==> config.mk <==
export PLATFORM = sky130hd
export DESIGN_NAME = warp_ifetch
export DESIGN_NICKNAME = d
export VERILOG_FILES = /design/src/rtl/warp_ifetch_pkg.sv /design/src/rtl/warp_ifetch_stage_reg.sv /design/src/rtl/warp_ifetch.sv
export SDC_FILE = /design/constraint.sdc
export NUM_CORES = 1
export LEC_CHECK = 0
export ABC_AREA = 1
export CAP_MARGIN = 20
export CORE_MARGIN = 4
export CORE_UTILIZATION = 45
export CTS_CLUSTER_SIZE = 20
export DETAILED_ROUTE_END_ITERATION = 12
export PLACE_DENSITY = 0.8
export RECOVER_POWER = 50
export REMOVE_ABC_BUFFERS = 1
export SYNTH_ARGS = -nofsm -noshare
export SYNTH_HDL_FRONTEND = slang
export SYNTH_SLANG_ARGS = --single-unit
==> constraint.sdc <==
create_clock -name clk -period 1.6 [get_ports clk]
set_input_delay 0.32 -clock clk [delete_from_list [all_inputs] [get_ports clk]]
set_output_delay 0.32 -clock clk [all_outputs]
set_load 0.1 [all_outputs]
==> src/rtl/warp_ifetch_pkg.sv <==
// Shared constants and helpers for the warp instruction-fetch stage.
// Covers the instruction/PC widths, the PC step and the drop-counter width.
package warp_ifetch_pkg;

    localparam int INSTR_W   = 32;
    localparam int PC_W      = 32;
    localparam int PC_STEP   = 4;
    localparam int DROPCNT_W = 16;

    // Byte PC to I-cache word index; callers truncate to their cache address width
    function automatic logic [PC_W-1:0] pc_word_addr(input logic [PC_W-1:0] pc);
        return pc >> $clog2(PC_STEP);
    endfunction

endpackage

==> src/rtl/warp_ifetch_stage_reg.sv <==
// One fetch pipeline stage: valid bit plus payload, with clear (highest
// priority) and hold. The payload only loads when an incoming valid arrives.
module warp_ifetch_stage_reg #(
    parameter int W = 32
) (
    input  logic         clk,
    input  logic         rst_n,
    input  logic         clear,
    input  logic         hold,
    input  logic         load,
    input  logic [W-1:0] data,
    output logic         valid,
    output logic [W-1:0] q
);

    always_ff @(posedge clk or negedge rst_n) begin
        if (!rst_n) begin
            valid <= 1'b0;
            q     <= '0;
        end else if (clear) begin
            valid <= 1'b0;
        end else if (!hold) begin
            valid <= load;
            if (load) begin
                q <= data;
            end
        end
    end

endmodule

==> src/rtl/warp_ifetch.sv <==
// Two-stage instruction fetch for one warp: stage 2 tracks the I-cache read,
// stage 3 holds the returned instruction for decode.
module warp_ifetch
    import warp_ifetch_pkg::*;
#(
    parameter int DATA  = INSTR_W,
    parameter int ADDR  = 12,
    parameter int CNT_W = DROPCNT_W
) (
    input  logic             clk,
    input  logic             rst_n,
    input  logic [PC_W-1:0]  PC_in_PC_IF,
    input  logic             GRT_RR_IF,
    input  logic             Flush_IF,
    input  logic             Stall_ID_IF,
    output logic             Req_IF_ICache,
    output logic [ADDR-1:0]  Addr_IF_ICache,
    input  logic [DATA-1:0]  Data_ICache_IF,
    output logic             valid_2_IF_PC,
    output logic             valid_3_IF_PC,
    output logic             Valid_IF_ID,
    output logic [DATA-1:0]  Instr_IF_ID,
    output logic [PC_W-1:0]  PC_IF_ID,
    output logic [CNT_W-1:0] DropCnt_IF
);

    logic            hold3;
    logic            req;
    logic            valid_2;
    logic            valid_3;
    logic [PC_W-1:0] pc_2;
    logic [DATA-1:0] instr_3;
    logic [PC_W-1:0] pc_3;
    logic [CNT_W-1:0] drop_cnt_reg;

    assign hold3 = valid_3 & Stall_ID_IF;
    // Gating with rst_n keeps the cache strobe quiet while reset is asserted
    assign req   = rst_n & GRT_RR_IF & ~Flush_IF & ~hold3;

    assign Req_IF_ICache  = req;
    assign Addr_IF_ICache = ADDR'(pc_word_addr(PC_in_PC_IF));

    warp_ifetch_stage_reg #(.W(PC_W)) u_stage2 (
        .clk   (clk),
        .rst_n (rst_n),
        .clear (1'b0),
        .hold  (1'b0),
        .load  (req),
        .data  (PC_in_PC_IF),
        .valid (valid_2),
        .q     (pc_2)
    );

    // While stage 3 holds, stage 2 still advances, so its fetch is lost
    warp_ifetch_stage_reg #(.W(DATA + PC_W)) u_stage3 (
        .clk   (clk),
        .rst_n (rst_n),
        .clear (Flush_IF),
        .hold  (hold3),
        .load  (valid_2),
        .data  ({Data_ICache_IF, pc_2}),
        .valid (valid_3),
        .q     ({instr_3, pc_3})
    );

    always_ff @(posedge clk or negedge rst_n) begin
        if (!rst_n) begin
            drop_cnt_reg <= '0;
        end else if (!Flush_IF && hold3 && valid_2 && (drop_cnt_reg != '1)) begin
            drop_cnt_reg <= drop_cnt_reg + 1'b1;
        end
    end

    assign valid_2_IF_PC = valid_2;
    assign valid_3_IF_PC = valid_3;
    assign Valid_IF_ID   = valid_3 & ~Flush_IF;
    assign Instr_IF_ID   = instr_3;
    assign PC_IF_ID      = pc_3;
    assign DropCnt_IF    = drop_cnt_reg;

endmodule

==> summary.md <==
| Metric | Value |
|---|---|
| Final Total Pwr | `approximately 14 mW` |
| Initial Utilization | `roughly 46%` |
| Worst reg2reg startpoint | `u_stage3.valid` |
| Startpoint types | `flip-flop` |
| # diodes | `0` |
| Hold Path Depth | `3` |
| Total CTS buffers | `17` |
| Crit end category | `output pin` |
| Global-route wire length before repair | `22.1 mm` |
| Worst-Margin Slew | `~1 ns` |
| Worst-case clock buffer depth | `2` |
| H-tree levels | `4` |
| WL/cell | `about 17 microns` |
| Tmin final | `1.72 ns` |
| Synth Cell Area | `~0.0048 sq mm` |
| Initial antenna violation count | `0` |
| Met1 Routed Length | `4.91 mm` |
| Seq cells post-synth | `about 110` |
| Core box area | `just over 0.01 sq mm` |
| Top-area cell type share of the netlist area | `59.5%` |
| RSZ-0062 raised after global routing | `yes` |
| End of the worst hold path | `u_stage2.q[23]` |
| # rows | `37` |
| Syn. warnings | `0` |
| Critical Path AT | `about 1.4 ns` |
| Setup violations, final | `43` |
| CTS clk-pin slew, worst paths | `approximately 0.060 ns` |
| Fmax | `between 500 and 600 MHz` |
| Max transition margin | `32.0%` |
| Cell area after layout | `roughly 0.0083 sq mm` |
| Die Wd | `111 microns` |
| Min-Delay Startpoint | `PC_in_PC_IF[23]` |
| WL final | `between 10 and 15 mm` |
| Average cell area after synthesis | `about 10 sq um` |
| Leak | `~4 nW` |
| Failing checks | `negative setup slack` |
| IO Pins | `approximately 170` |
| All-Layer GR Usage | `between 20% and 30%` |
| Reg2reg setup slack | `-0.09 ns` |
| Largest net degree at the start of global routing | `approximately 120` |
| Layout area overhead | `74.0%` |
| Post-route insts no fill | `~820` |
| Async S/R FF share, synth | `100%` |
| Count leader, synth | `nand2_1` |
| # nets final | `around 740` |
| Vias per cell | `slightly below 5` |
| CTS tree | `done` |
| Synth Flop Type | `dfrtp_1` |
| Post-synth EDFFs | `0` |
| Clock skew | `between 0.007 and 0.008 ns` |
| Synth top cells by count | `nand2_1, dfrtp_1, o21ai_0, inv_1, mux2_2` |
| Tcrit/Tclk final | `107%` |
| Metal3 WL | `roughly 960 microns` |
| Share of layout cells above drive strength 1 | `roughly a third` |
| DR iter-0 viols | `165` |
| Total congestion overflow | `0` |
| DP Area | `~0.0077 sq mm` |
| Final worst setup slack | `-0.119 ns` |
| Routed wl met2 | `about 7.5 mm` |
| First-pass DRT Iterations | `5` |
| Fin util | `between 80% and 90%` |
| Clock latency on the worst-skew pair | `0.51 ns` |
| DRC viols | `0` |
| Top post-synthesis cells by area | `dfrtp_1, nand2_1, mux2_2` |
| Critical Path RT | `approximately 1.3 ns` |
| Fin. max-slew vios | `0` |
| Worst VDD drop | `0.955 mV` |
| DRT antenna net count | `0` |
| Maxcap violations | `0` |
| Worst r2r dst | `u_stage3.q[21]` |
| Hold crit path type | `in -> reg` |
| Uppermost routed layer | `met4` |
| Die Span Y | `approximately 110 microns` |
| Vias | `approximately 4000` |
| GP Congestion | `a little under 0.9` |
| Worst r2r path cells | `8` |
| Final hold vios | `0` |
| Status | `finished, violations left` |
| # port buffers | `approximately 160` |
| Leading area contributor after synthesis | `dfrtp_1` |
| Synth Instances | `~480` |
| Critical path class | `reg -> out` |
| CTS Sinks | `114` |
| Detail Placement HPWL | `9.73 mm` |
| CP max FO | `3` |
| Root Driver | `clkbuf_8` |
| Sequential fraction of the synthesis area | `59.5%` |
| Pwr Density | `~1700 mW/mm^2` |
| Die Footprint | `roughly 0.012 sq mm` |
| Distinct cells, synth | `27` |
| Vias in the first global route | `about 4400` |
| Placed cells | `approximately 800` |
[worst max-delay path, cell delays in order (launching register included)]
cell and delay, ns:
dfrtp_2 0.43, nand2_4 0.07, nand4_1 0.09, inv_2 0.11
buf_12 0.18
[cell families (layout without fill, tap and decap cells)]
| logic type | after synthesis | in the layout | synth area share, % |
|---|---|---|---|
| flops | 114 | 114 | 59.5 |
| mux | 32 | 32 | 7.51 |
| xor+xnor | 5 | 5 | 0.913 |
| fa+ha+maj | 1 | 1 | 0.261 |
| compound gates | 79 | 79 | 8.71 |
| simple gates | 163 | 163 | 15.0 |
| buf+inv | 83 | 292 | 8.16 |
[where the power goes]
group | switching, mW | internal [mW]
Sequential | 0.536 | 3.47
Clock | 1.39 | 2.27
Combinational | 4.15 | 2.25
[routing by layer]
| layer | global-route usage, % | up-vias |
|---|---|---|
| li1 | - | 1902 |
| met1 | 24.8 | 1973 |
| met2 | 41.0 | 162 |
| met3 | 6.82 | 23 |
| met4 | 6.65 | 0 |
| met5 | 0 | - |
[metrics by stage]
stage | setup WS (ns) | hold slack, ns | setup TNS, ns
2_1_floorplan | -1.30 | 0.0244 | -127.94
3_3_place_gp | -0.164 | 0.477 | -11.28
3_5_place_dp | -0.253 | 0.474 | -15.92
4_1_cts | -0.133 | 0.356 | -0.210
5_1_grt | -0.188 | 0.366 | -5.35
6_report | -0.119 | 0.362 | -1.17
[sequential cells by signal, summed over array words and instances, names as in the netlist]
name	flops
u_stage3.q	64
DropCnt_IF	16
u_stage2.valid	1
u_stage2.q	32
u_stage3.valid	1
[worst max-delay path by stage]
stage	from	to	slack, ns
2_1_floorplan	u_stage3.valid	u_stage2.q[10]	-1.30
3_3_place_gp	Flush_IF	u_stage3.q[60]	-0.16
3_5_place_dp	Flush_IF	u_stage3.q[31]	-0.25
4_1_cts	u_stage3.valid	Req_IF_ICache	-0.13
5_1_grt	u_stage3.valid	Req_IF_ICache	-0.19
6_report	u_stage3.valid	Req_IF_ICache	-0.12
[final cells by class]
class                           count  area (sq um)
Timing Repair Buffer              209          2980
Sequential cell                   114          2850
Fill cell                         603          2020
Multi-Input combinational cell    280          1570
Clock buffer                       18           428
Inverter                           52           196
Tap cell                          136           170
Clock inverter                     13           150
[cells in the final DEF (no fill, tap or decap), types with 2 or more instances in the layout]
master,count
nand4_1,6
clkbuf_8,2
nand2_4,2
inv_1,47
clkdlybuf4s50_1,67
nor2_1,14
xor2_1,2
xnor2_1,3
nor2_8,2
dfrtp_1,113
bufinv_16,2
o21ai_2,5
inv_2,4
nand3_1,8
clkinvlp_4,5
inv_6,5
mux2_2,32
buf_4,37
clkbuf_16,16
buf_12,97
buf_6,5
nand2_1,124
o21ai_0,58
o21ai_1,14
nor2_2,2
[timing repair]
| item | in CTS | in global routing |
|---|---|---|
| gates resized for setup | 3 | 3 |
| hold endpoints to repair | 114 | 0 |
| pin swaps | 1 | 2 |
| buffers inserted | 3 | 10 |
| hold buffers | 1 | 0 |
| setup endpoints to repair | 4 | 5 |
Power figures use the tool's default switching activity.
